## src/rtl/hazard_scoreboard_if.sv

```systemverilog
// Decode-stage hazard query bundle: D-stage operand/producer info in,
// stall and per-consumer forward selects out.
interface hazard_scoreboard_if #(
  parameter int REG_W = 6,
  parameter int NSTG  = 3
);
  localparam int SEL_W = $clog2(NSTG + 1);

  logic [REG_W-1:0] A1D;
  logic [REG_W-1:0] A2D;
  logic [REG_W-1:0] A3D;
  logic [1:0]       TuseRS;
  logic [1:0]       TuseRT;
  logic [1:0]       TnewD;
  logic             MdStart;
  logic             MdUse;
  logic             Flush;
  logic             Stall;
  logic [SEL_W-1:0] Fwd_RS_D;
  logic [SEL_W-1:0] Fwd_RT_D;
  logic [SEL_W-1:0] Fwd_RS_E;
  logic [SEL_W-1:0] Fwd_RT_E;
  logic [SEL_W-1:0] Fwd_RT_M;

  modport master (
    output A1D, A2D, A3D, TuseRS, TuseRT, TnewD, MdStart, MdUse, Flush,
    input  Stall, Fwd_RS_D, Fwd_RT_D, Fwd_RS_E, Fwd_RT_E, Fwd_RT_M
  );

  modport slave (
    input  A1D, A2D, A3D, TuseRS, TuseRT, TnewD, MdStart, MdUse, Flush,
    output Stall, Fwd_RS_D, Fwd_RT_D, Fwd_RS_E, Fwd_RT_E, Fwd_RT_M
  );
endinterface

```

## src/rtl/hazard_scoreboard.sv

```systemverilog
// Tracks sources, destination and result readiness of in-flight instructions
// after D, and resolves D-stage stalls (data and mul/div busy) plus forward selects.
module hazard_scoreboard #(
  parameter int REG_W   = 6,
  parameter int NSTG    = 3,
  parameter int MDU_LAT = 5
) (
  input  logic               Clk,
  input  logic               Reset,
  hazard_scoreboard_if.slave hif
);
  localparam int         SEL_W     = $clog2(NSTG + 1);
  localparam logic [4:0] MDU_LAT_V = 5'(MDU_LAT);

  logic [REG_W-1:0] a1_q   [1:NSTG];
  logic [REG_W-1:0] a1_d   [1:NSTG];
  logic [REG_W-1:0] a2_q   [1:NSTG];
  logic [REG_W-1:0] a2_d   [1:NSTG];
  logic [REG_W-1:0] a3_q   [1:NSTG];
  logic [REG_W-1:0] a3_d   [1:NSTG];
  logic [1:0]       tnew_q [1:NSTG];
  logic [1:0]       tnew_d [1:NSTG];
  logic             md1_q, md1_d;
  logic [4:0]       mdu_cnt_q, mdu_cnt_d;

  logic             data_stall;
  logic             mdu_stall;
  logic             stall;
  logic [SEL_W-1:0] fwd_rs_d, fwd_rt_d, fwd_rs_e, fwd_rt_e, fwd_rt_m;

  always_comb begin
    data_stall = 1'b0;
    for (int k = 1; k <= NSTG; k++) begin
      if (hif.A1D != '0 && hif.A1D == a3_q[k] && tnew_q[k] > hif.TuseRS) data_stall = 1'b1;
      if (hif.A2D != '0 && hif.A2D == a3_q[k] && tnew_q[k] > hif.TuseRT) data_stall = 1'b1;
    end
    mdu_stall = hif.MdUse && (mdu_cnt_q != 5'd0 || md1_q);
    stall     = data_stall || mdu_stall;
  end

  // Walk oldest to youngest so the youngest matching producer has the final say;
  // a match whose result is not ready yet forces the select back to the register file.
  always_comb begin
    fwd_rs_d = '0;
    fwd_rt_d = '0;
    fwd_rs_e = '0;
    fwd_rt_e = '0;
    fwd_rt_m = '0;
    for (int k = NSTG; k >= 1; k--) begin
      if (hif.A1D != '0 && hif.A1D == a3_q[k])
        fwd_rs_d = (tnew_q[k] == 2'd0) ? SEL_W'(k) : '0;
      if (hif.A2D != '0 && hif.A2D == a3_q[k])
        fwd_rt_d = (tnew_q[k] == 2'd0) ? SEL_W'(k) : '0;
      if (k >= 2 && a1_q[1] != '0 && a1_q[1] == a3_q[k])
        fwd_rs_e = (tnew_q[k] == 2'd0) ? SEL_W'(k) : '0;
      if (k >= 2 && a2_q[1] != '0 && a2_q[1] == a3_q[k])
        fwd_rt_e = (tnew_q[k] == 2'd0) ? SEL_W'(k) : '0;
      if (k >= 3 && a2_q[2] != '0 && a2_q[2] == a3_q[k])
        fwd_rt_m = (tnew_q[k] == 2'd0) ? SEL_W'(k) : '0;
    end
  end

  always_comb begin
    for (int k = 1; k <= NSTG; k++) begin
      a1_d[k]   = '0;
      a2_d[k]   = '0;
      a3_d[k]   = '0;
      tnew_d[k] = 2'd0;
    end
    md1_d = 1'b0;
    if (!hif.Flush) begin
      if (!stall) begin
        a1_d[1]   = hif.A1D;
        a2_d[1]   = hif.A2D;
        a3_d[1]   = hif.A3D;
        tnew_d[1] = hif.TnewD;
        md1_d     = hif.MdStart;
      end
      for (int k = 2; k <= NSTG; k++) begin
        a1_d[k]   = a1_q[k-1];
        a2_d[k]   = a2_q[k-1];
        a3_d[k]   = a3_q[k-1];
        tnew_d[k] = (tnew_q[k-1] == 2'd0) ? 2'd0 : tnew_q[k-1] - 2'd1;
      end
    end
    // Flush does not cancel a mul/div already running in the unit.
    if (hif.MdStart && !stall && !hif.Flush) mdu_cnt_d = MDU_LAT_V;
    else if (mdu_cnt_q != 5'd0)               mdu_cnt_d = mdu_cnt_q - 5'd1;
    else                                      mdu_cnt_d = 5'd0;
  end

  always_ff @(posedge Clk or negedge Reset) begin
    if (!Reset) begin
      for (int k = 1; k <= NSTG; k++) begin
        a1_q[k]   <= '0;
        a2_q[k]   <= '0;
        a3_q[k]   <= '0;
        tnew_q[k] <= 2'd0;
      end
      md1_q     <= 1'b0;
      mdu_cnt_q <= 5'd0;
    end else begin
      for (int k = 1; k <= NSTG; k++) begin
        a1_q[k]   <= a1_d[k];
        a2_q[k]   <= a2_d[k];
        a3_q[k]   <= a3_d[k];
        tnew_q[k] <= tnew_d[k];
      end
      md1_q     <= md1_d;
      mdu_cnt_q <= mdu_cnt_d;
    end
  end

  assign hif.Stall    = stall;
  assign hif.Fwd_RS_D = fwd_rs_d;
  assign hif.Fwd_RT_D = fwd_rt_d;
  assign hif.Fwd_RS_E = fwd_rs_e;
  assign hif.Fwd_RT_E = fwd_rt_e;
  assign hif.Fwd_RT_M = fwd_rt_m;
endmodule
```

## src/flat_wrapper.sv

```systemverilog
// flat-port wrapper written by rule: the top's interface ports become plain ports
module hazard_scoreboard_flat 
#(
  parameter int REG_W   = 6,
  parameter int NSTG    = 3,
  parameter int MDU_LAT = 5
)
  (Clk, Reset, hif_A1D, hif_A2D, hif_A3D, hif_TuseRS, hif_TuseRT, hif_TnewD, hif_MdStart, hif_MdUse, hif_Flush, hif_Stall, hif_Fwd_RS_D, hif_Fwd_RT_D, hif_Fwd_RS_E, hif_Fwd_RT_E, hif_Fwd_RT_M);
  hazard_scoreboard_if #(.REG_W(REG_W), .NSTG(NSTG)) hif_i ();
  input  logic Clk;
  input  logic Reset;
  input wire logic [$bits(hif_i.A1D)-1:0] hif_A1D;
  input wire logic [$bits(hif_i.A2D)-1:0] hif_A2D;
  input wire logic [$bits(hif_i.A3D)-1:0] hif_A3D;
  input wire logic [$bits(hif_i.TuseRS)-1:0] hif_TuseRS;
  input wire logic [$bits(hif_i.TuseRT)-1:0] hif_TuseRT;
  input wire logic [$bits(hif_i.TnewD)-1:0] hif_TnewD;
  input wire logic [$bits(hif_i.MdStart)-1:0] hif_MdStart;
  input wire logic [$bits(hif_i.MdUse)-1:0] hif_MdUse;
  input wire logic [$bits(hif_i.Flush)-1:0] hif_Flush;
  output wire logic [$bits(hif_i.Stall)-1:0] hif_Stall;
  output wire logic [$bits(hif_i.Fwd_RS_D)-1:0] hif_Fwd_RS_D;
  output wire logic [$bits(hif_i.Fwd_RT_D)-1:0] hif_Fwd_RT_D;
  output wire logic [$bits(hif_i.Fwd_RS_E)-1:0] hif_Fwd_RS_E;
  output wire logic [$bits(hif_i.Fwd_RT_E)-1:0] hif_Fwd_RT_E;
  output wire logic [$bits(hif_i.Fwd_RT_M)-1:0] hif_Fwd_RT_M;
  assign hif_i.A1D = hif_A1D;
  assign hif_i.A2D = hif_A2D;
  assign hif_i.A3D = hif_A3D;
  assign hif_i.TuseRS = hif_TuseRS;
  assign hif_i.TuseRT = hif_TuseRT;
  assign hif_i.TnewD = hif_TnewD;
  assign hif_i.MdStart = hif_MdStart;
  assign hif_i.MdUse = hif_MdUse;
  assign hif_i.Flush = hif_Flush;
  assign hif_Stall = hif_i.Stall;
  assign hif_Fwd_RS_D = hif_i.Fwd_RS_D;
  assign hif_Fwd_RT_D = hif_i.Fwd_RT_D;
  assign hif_Fwd_RS_E = hif_i.Fwd_RS_E;
  assign hif_Fwd_RT_E = hif_i.Fwd_RT_E;
  assign hif_Fwd_RT_M = hif_i.Fwd_RT_M;
  hazard_scoreboard #(.REG_W(REG_W), .NSTG(NSTG), .MDU_LAT(MDU_LAT)) u_core (.Clk(Clk), .Reset(Reset), .hif(hif_i));
endmodule
```

## config.mk

```make
export PLATFORM = sky130hd
export DESIGN_NAME = hazard_scoreboard_flat
export DESIGN_NICKNAME = d
export VERILOG_FILES = /design/src/rtl/hazard_scoreboard_if.sv /design/src/rtl/hazard_scoreboard.sv /design/src/flat_wrapper.sv
export SDC_FILE = /design/constraint.sdc
export NUM_CORES = 1
export LEC_CHECK = 0
export CAP_MARGIN = 20
export CORE_MARGIN = 4
export CORE_UTILIZATION = 57
export DETAILED_ROUTE_END_ITERATION = 16
export DONT_BUFFER_PORTS = 1
export PLACE_DENSITY = 0.83
export SYNTH_ARGS = -nofsm -noshare
export SYNTH_HDL_FRONTEND = slang
export SYNTH_SLANG_ARGS = --single-unit
```

## constraint.sdc

```tcl
create_clock -name Clk -period 1.94 [get_ports Clk]
set_input_delay 0.291 -clock Clk [delete_from_list [all_inputs] [get_ports Clk]]
set_output_delay 0.291 -clock Clk [all_outputs]
set_load 0.01 [all_outputs]
```

Word-level counts from Yosys, hierarchy flattened
Index checks and enable logic that the tools add are counted.

cells by class
  add/subtract/negate cells = 3
  order comparisons = 6
  equality and inequality tests = 11
  muxes and demuxes = 34
  reduce and logical (&&, ||, !) cells = 33

operators by type and width
  cell                                               number
  == test 6 bit                                      11
  2-to-1 mux 18 bit                                  3
  2-to-1 mux 2 bit                                   16
  nonzero test 6 bit                                 5
  2-to-1 mux 6 bit                                   4
  logical AND 1 bit                                  20
  greater-than comparator 2 bit                      6
  2-to-1 mux 5 bit                                   2
  2-to-1 mux 1 bit                                   9
  zero test 2 bit                                    3
  nonzero test 5 bit                                 1
  subtractor 5 x 1 -> 5 bit (second input constant)  1
  subtractor 2 x 1 -> 2 bit (second input constant)  2
  zero test 1 bit                                    2
  logical OR 1 bit                                   2

storage, ports and cells
  register bits = 54
  input bits = 29
  output and inout bits = 11
  logic and storage cells = 99

Logic depth before layout (Yosys ltp)
Gate-level depths: netlist of run 1.

  depth in word-level cells = 14
  mapped depth = 8
  depth with buffers taken out = 7

Least setup slack after synthesis of run 1
OpenSTA, ideal clock, no wires.

  kind = reg2out
  from = register u_core.a2_q[15] in the netlist's numbering
  to = output hif_Fwd_RT_E[1]
  arrival time = 1885 ps
  data required time = 1649 ps
  path slack = -236 ps
  cell stages (with the launch flop) = 6
  buffers on the path = 0
  cells stage by stage = dfrtp_1 > or4_1 > nor3_1 > nor4_1 > nor4_1 > a21o_1

on the way
  longest elaborated chain between the ends = 4
  elaborated cells on any way between the ends = 7
  classes of those cells = eq/ne: 2; mux: 2; reduce/logical: 3

RTL lines
  what                                                        RTL line                  RTL
  from (decl)                                                 hazard_scoreboard.sv:17   logic [REG_W-1:0] a2_q [1:NSTG];
  from (signal, indexed assignment)                           hazard_scoreboard.sv:105  a2_q[k] <= a2_d[k];
  == test 6 bit / nonzero test 6 bit (equally long branches)  hazard_scoreboard.sv:56   if (k >= 2 && a2_q[1] != '0 && a2_q[1] == a3_q[k])
  logical AND 1 bit                                           hazard_scoreboard.sv:56
  2-to-1 mux 2 bit                                            hazard_scoreboard.sv:56
  2-to-1 mux 2 bit (*)                                        hazard_scoreboard.sv:56
  to (decl)                                                   flat_wrapper.sv:25        output wire logic [$bits(hif_i.Fwd_RT_E)-1:0] hif_Fwd_RT_E;

Mark *: on every way between the ends. The rest lies on a longest branch, timed or not.

Worst setup path after layout of run 1
  from = register u_core.tnew_q[5] in the netlist's numbering
  to = output hif_Stall

on the way
  longest elaborated chain between the ends = 9
  elaborated cells on any way between the ends = 11
  classes of those cells = order compare: 2; mux: 6; reduce/logical: 3

RTL lines
  what                               RTL line                  RTL
  from (decl)                        hazard_scoreboard.sv:21   logic [1:0] tnew_q [1:NSTG];
  from (signal, indexed assignment)  hazard_scoreboard.sv:107  tnew_q[k] <= tnew_d[k];
  greater-than comparator 2 bit      hazard_scoreboard.sv:34   if (hif.A1D != '0 && hif.A1D == a3_q[k] && tnew_q[k] > hif.TuseRS) data_stall = 1'b1;
  logical AND 1 bit                  hazard_scoreboard.sv:34
  2-to-1 mux 1 bit                   hazard_scoreboard.sv:34
  2-to-1 mux 1 bit (*)               hazard_scoreboard.sv:35   if (hif.A2D != '0 && hif.A2D == a3_q[k] && tnew_q[k] > hif.TuseRT) data_stall = 1'b1;
  2-to-1 mux 1 bit (*)               hazard_scoreboard.sv:34
  2-to-1 mux 1 bit (*)               hazard_scoreboard.sv:35
  2-to-1 mux 1 bit (*)               hazard_scoreboard.sv:34
  2-to-1 mux 1 bit (*)               hazard_scoreboard.sv:35
  logical OR 1 bit (*)               hazard_scoreboard.sv:38   stall = data_stall || mdu_stall;
  to (decl)                          flat_wrapper.sv:21        output wire logic [$bits(hif_i.Stall)-1:0] hif_Stall;

Marked as above.

==> results.yml, run 1 <==
floorplanning:
  dieWidth_um: 80.9
  dieHeight_um: 80.9
  initial_core_util_pct: 59.0
  dieArea_um2: 6550
  io_pins: 40
  fp-row-count: 26
  core_area_um2: 5140
placement:
  io_buffers: 0
  hpwl_um: 5580
  gp_congestion: 0.897
worst_setup_path:
  worstPathCellList: "buf_6, ha_1, a21oi_1, a2111o_1, nand3_2, or2_4"
  critPathRequiredTime_ns: 1.65
  rrSetupSlack_ns: -0.13
  critPathMaxStageDelay_ns: 0.45
  crit_type: "reg2out"
  reg2reg_from: "u_core.tnew_q[5]"
  critical_path_buf_inv_count: 1
  critPathCapture: "hif_Stall"
  crit_start: "u_core.tnew_q[5]"
  cp_slowest_cell: "a2111o_1"
  rr_worst_depth: 7
  endpoint_kind: "output pin"
  crit_fanout: 4
  rr_endpoint: "u_core.mdu_cnt_q[2]"
  cp_top_family: "compound AO/OA/AOI/OAI gates"
  critPathLaunchType: "flip-flop"
  cp.depth: 6
  cp.arrival_ns: 1.97
clock_network:
  clockBufferDepth: 2
  h-tree-depth: 2
  cts_tree: "built"
  clock_sinks: 48
  clk-insertion-delay-late_ns: 0.31
  cts.clk_slew.worst_paths_ns: 0.09
  cts_buffers: 5
  cts_root_buf: "clkbuf_8"
sta:
  timing.slew.headroom_pct: 74.6
  fin_skew_ns: 0.00997
  rsz0062_at_grt: "true"
  worst_pin_slew_ns: 0.378
  min_period_ns: 2.26
  fmax_mhz: 442
  layout_worst_path_cycle_share_pct: 117
  layout_setup_ws_ns: -0.324
  hold_viol_final: 0
  whs_ns: 0.0273
  finalMaxSlewViolations: 0
  final.setup.tns_ns: -2.62
  setup_viol: 30
logic_synthesis:
  ys_ff_latch: 48
  yosysWarningCount: 0
  async_reset_ff_share_pct: 100
  netlist_area_um2: 3030
  synthCells: 304
  synth_ff_type: "dfrtp_1"
  synth_area_per_cell_um2: 9.97
  synth-edff-count: 0
  yosysUniqueCellTypes: 37
  seq_area_frac_synth_pct: 39.6
  syn-num-nets: 346
grt:
  grt_max_degree: 49
  grt-ovfl-total: 0
  grt_usage_pct: 25.4
  first_global_vias: 2443
  grt_pass1_wl_um: 12400
  antenna_found_initial: 0
power:
  vdd_drop_max_mv: 0.589
  p_per_area_nw_per_um2: 713
  power_mw: 2.67
  leakagePower_nw: 1.67
route:
  drt_wl_total_um: 8340
  postRouteAntennaNets: 0
  dr.pass1.iters: 4
  drt_iter0_drc: 222
  routedWlPerCell_um: 20.9
  vias: 2423
  viasPerCell: 6.07
  drc: 0
layout:
  nets: 370
  diodes: 0
  fill_cells: 348
  area_growth_pct: 23.6
  finalCoreUtilization_pct: 72.9
  drive_gt1_share_pct: 29.5
flow_run:
  maxCapViolCount: 0
worst_hold_path:
  min_path_type: "in2reg"
run_status:
  status: "finished with violations"
  violations: "setup timing"
power breakdown:
group	internal, mW	switching, mW
logic	0.436	0.433
registers	1.10	0.0921
clock network	0.290	0.327
total	1.82	0.852
flip-flops by register name, summed over array words and instances (netlist names):
name,cells
u_core.mdu_cnt_q,5
u_core.a2_q,12
u_core.tnew_q,6
u_core.a1_q,6
u_core.md1_q,1
u_core.a3_q,18
synth_stat cells, types with 7 or more instances:
master     n  area, um2
dfrtp_1   48       1200
xnor2_1   34        298
xor2_1    33        289
nor2b_1   22        138
inv_1     19       71.3
nor4_1    16        100
ha_1      13        163
nor4b_1   12        105
nor2_1    11       41.3
clkbuf_1  10       37.5
nand4_1   10       62.6
a21oi_1    9       45.0
buf_2      8       40.0
nand2_1    7       26.3
cell usage in the layout, fill, tap and decap left out, types with 2 or more instances in the layout:
| cell type | Yosys | routed |
|---|---|---|
| a2111o_1 | 3 | 3 |
| a211o_1 | 3 | 3 |
| a211oi_2 | 0 | 2 |
| a21o_1 | 2 | 2 |
| a21oi_1 | 9 | 3 |
| a21oi_2 | 0 | 5 |
| a22o_1 | 2 | 2 |
| a2bb2oi_1 | 3 | 3 |
| and4_1 | 2 | 2 |
| buf_4 | 1 | 32 |
| buf_6 | 4 | 5 |
| clkbuf_8 | 0 | 6 |
| dfrtp_1 | 48 | 46 |
| dfrtp_2 | 0 | 2 |
| ha_1 | 13 | 11 |
| ha_4 | 0 | 2 |
| inv_1 | 19 | 18 |
| nand2_1 | 7 | 7 |
| nand3_1 | 5 | 4 |
| nand4_1 | 10 | 10 |
| nor2_1 | 11 | 10 |
| nor2b_1 | 22 | 22 |
| nor3_1 | 4 | 2 |
| nor3b_1 | 4 | 4 |
| nor4_1 | 16 | 4 |
| nor4_2 | 2 | 11 |
| nor4_4 | 0 | 3 |
| nor4b_1 | 12 | 2 |
| nor4b_2 | 0 | 9 |
| o21ai_1 | 0 | 2 |
| or4_4 | 0 | 2 |
| xnor2_1 | 34 | 31 |
| xnor2_2 | 0 | 3 |
| xor2_1 | 33 | 33 |
through the flow:
step	instances	setup slack [ns]	area [um2]
after CTS	394	-0.261	3470
final	399	-0.324	3750
after global routing	399	-0.365	3750
after floorplan	304	0.0138	3050
after detailed placement	380	-0.00561	3220
after global placement	380	-0.0199	3220
worst min-delay path by stage:
stage	end	depth (start not counted)	startpoint	slack [ns]
after global routing	u_core.a2_q[10]	1	hif_Flush	0.02
after floorplan	u_core.a1_q[12]	0	Reset	-0.005
final	u_core.a3_q[4]	1	hif_Flush	0.03
after CTS	u_core.a3_q[2]	1	hif_Flush	0.04
after global placement	u_core.a1_q[13]	0	Reset	-0.002
after detailed placement	u_core.a1_q[12]	0	Reset	-0.003
kinds of logic (layout without fill, tap and decap cells):
kind of cell	count (synthesis)	in the layout	share of synthesized area [%]
AND/OR/NAND/NOR	104	104	21.6
XOR/XNOR	67	67	19.4
flip-flops	48	48	39.6
buffers and inverters	42	67	6.65
AO/OA/AOI/OAI	29	29	6.98
adder cells (fa/ha/maj)	13	13	5.37
multiplexers	1	1	0.372
area by class of cell:
| cell class | count | area, um2 | area share (%) |
|---|---|---|---|
| clock buffers | 7 | 86.3 | 2.30 |
| clock inverters | 1 | 7.51 | 0.200 |
| flip-flops and latches | 48 | 1200 | 32.1 |
| well taps | 70 | 87.6 | 2.34 |
| repair buffers | 40 | 354 | 9.45 |
| inverters | 19 | 71.3 | 1.90 |
| multi-input cells | 214 | 1940 | 51.7 |
routing by layer:
layer | vias to the layer above | GRT usage [%] | share of wire (%)
li1 | 1089 | - | -
met1 | 1211 | 32.0 | 38
met2 | 98 | 42.6 | 50
met3 | 25 | 6.43 | 9.0
met4 | 0 | 7.94 | 3.1
met5 | - | 0 | 0
what timing repair did:
action                     4_1_cts  5_1_grt
hold endpoints to repair        48        0
buffers inserted                 4        5
resized for setup               17       43
hold buffers                     2        0
pin swaps                        8       12
setup endpoints to repair       14       30
No activity file was read; power rests on OpenSTA's default activity.
==> run 2: changes to the inputs <==
--- a/config.mk
+++ b/config.mk
@@ -5,8 +5,9 @@
 export SDC_FILE = /design/constraint.sdc
 export NUM_CORES = 1
 export LEC_CHECK = 0
+export ABC_CLOCK_PERIOD_IN_PS = 1940
 export CAP_MARGIN = 20
-export CORE_MARGIN = 4
+export CORE_MARGIN = 1.5
 export CORE_UTILIZATION = 57
 export DETAILED_ROUTE_END_ITERATION = 16
 export DONT_BUFFER_PORTS = 1
==> results.yml, run 2 (synthesis results as in run 1) <==
layout:
  area_growth_pct: 25.0
  largest_register_ffs: 18
  stdcell_count: 402
  nets: 373
  finalCoreUtilization_pct: 74.2
  reg.largest.list: "u_core.a3_q (18), u_core.a2_q (12)"
  fill_cells: 347
  drive_gt1_share_pct: 31.0
  final_area_um2: 3790
  largest-register: "u_core.a3_q"
  final_common_cell: "dfrtp_1"
  diodes: 0
  layout_common_cells: "dfrtp_1, xor2_1, buf_4, xnor2_1, nor2b_1"
worst_setup_path:
  critPathMaxStageDelay_ns: 0.45
  reg2reg_from: "u_core.a3_q[3]"
  rr_worst_depth: 7
  cp.arrival_ns: 1.96
  critical_path_buf_inv_count: 1
  critPathLaunchType: "flip-flop"
  cp_top_family: "simple AND/OR/NAND/NOR gates"
  endpoint_kind: "output pin"
  critPathRequiredTime_ns: 1.65
  rrSetupSlack_ns: -0.02
  worstPathCellList: "buf_6, xnor2_2, nand4_1, a2111o_1, nand3_2, or2_4"
  crit_type: "reg2out"
  rr_endpoint: "u_core.a1_q[17]"
  crit_fanout: 3
  cp_slowest_cell: "dfrtp_2"
sta:
  hold_viol_final: 0
  worst_pin_slew_ns: 0.500
  fmax_mhz: 444
  fin_skew_ns: 0.0140
  finalMaxSlewViolations: 0
  whs_ns: 0.0377
  rsz0062_at_grt: "true"
  min_period_ns: 2.25
  timing.slew.headroom_pct: 66.4
  layout_setup_ws_ns: -0.310
  setup_viol: 15
  layout_worst_path_cycle_share_pct: 116
worst_hold_path:
  hold_depth: 1
  holdPathEnd: "u_core.a2_q[13]"
  hold_path.startpoint: "hif_Flush"
  min_path_type: "in2reg"
grt:
  grt-ovfl-total: 0
  grt_max_degree: 49
  first_global_vias: 2367
  antenna_found_initial: 0
  grt_pass1_wl_um: 12500
  grt_usage_pct: 28.1
placement:
  gp_congestion: 0.893
  io_buffers: 0
  placed_area_um2: 3220
  hpwl_um: 5240
  place_inst: 380
  place_ws_ns: -0.000154
route:
  viasPerCell: 6.08
  top_layer_used: "met4"
  drc: 0
  wl_met3_um: 599
  dr.pass1.iters: 5
  drt_wl_total_um: 8480
  vias: 2444
  wl_met1_um: 3410
  postRouteAntennaNets: 0
  drt_iter0_drc: 191
  wl_met2_um: 4170
  routedWlPerCell_um: 21.1
clock_network:
  cts_buffers: 5
  cts.clk_slew.worst_paths_ns: 0.09
  clockBufferDepth: 2
  cts_root_buf: "clkbuf_8"
  h-tree-depth: 2
  clk-insertion-delay-late_ns: 0.30
  clock_sinks: 48
  cts_tree: "built"
flow_run:
  maxCapViolCount: 0
power:
  leakagePower_nw: 1.69
  p_per_area_nw_per_um2: 695
  vdd_drop_max_mv: 0.543
floorplanning:
  io_pins: 40
  dieWidth_um: 75.9
  dieHeight_um: 75.9
  fp-row-count: 26
  dieArea_um2: 5760
  initial_core_util_pct: 59.3
  core_area_um2: 5110
run_status:
  status: "finished with violations"
  violations: "setup timing"
run 2: stage by stage:
step | power, mW | setup TNS, ns
after floorplan | 1.71 | 0
after global placement | 1.84 | 0
after detailed placement | 1.87 | -0.000154
after CTS | 2.56 | -1.44
after global routing | 2.76 | -3.97
final | 2.63 | -1.95
run 2: layout make-up:
cell class	count	area [um2]	share of cell area (%)
Clock buffer	8	90.1	2.38
Inverter	19	71.3	1.88
Timing Repair Buffer	43	383	10.1
Sequential cell	48	1210	31.9
Tap cell	70	87.6	2.31
Multi-Input combinational cell	214	1950	51.5
run 2: worst max path at each step:
stage,depth (start not counted),startpoint,end,slack [ns]
2_1_floorplan,5,u_core.a2_q[15],hif_Fwd_RT_E[1],0.01
3_3_place_gp,7,u_core.tnew_q[3],u_core.a3_q[16],0.04
3_5_place_dp,8,hif_TuseRS[1],u_core.a3_q[16],-0.0002
4_1_cts,5,u_core.a3_q[0],hif_Fwd_RT_D[0],-0.25
5_1_grt,6,u_core.a3_q[8],hif_Stall,-0.37
6_report,6,u_core.a3_q[3],hif_Stall,-0.31
run 2: worst register-to-register path: stages (launching register included):
cell and delay [ns]:
dfrtp_2 0.45, buf_6 0.14, xnor2_2 0.14, nand4_1 0.21, a2111o_1 0.44, nand3_2 0.13, buf_4 0.24, nor4b_1 0.09
run 2: timing repair:
item | 4_1_cts | 5_1_grt
hold buffers | 2 | 0
endpoints found under the hold margin | 48 | 0
endpoints found under the setup margin | 15 | 32
buffers inserted | 10 | 6
resized for setup | 36 | 30
pin swaps | 21 | 17
run 2: layer usage:
layer / vias up / global-route usage [%]
li1: 1101 / -
met1: 1216 / 38.2
met2: 100 / 45.0
met3: 27 / 6.75
met4: 0 / 7.59
met5: - / 0
run 2: power by group:
group | internal, mW | switching, mW | total [mW]
clock network | 0.291 | 0.326 | 0.617
logic | 0.416 | 0.404 | 0.821
registers | 1.10 | 0.0980 | 1.19
==> run 3: changes to the inputs <==
--- a/config.mk
+++ b/config.mk
@@ -12,6 +12,7 @@
 export DETAILED_ROUTE_END_ITERATION = 16
 export DONT_BUFFER_PORTS = 1
 export PLACE_DENSITY = 0.83
+export SLEW_MARGIN = 10
 export SYNTH_ARGS = -nofsm -noshare
 export SYNTH_HDL_FRONTEND = slang
 export SYNTH_SLANG_ARGS = --single-unit
==> results of run 3 <==
The final DEF is identical to that of run 2; final timing and power are the same.
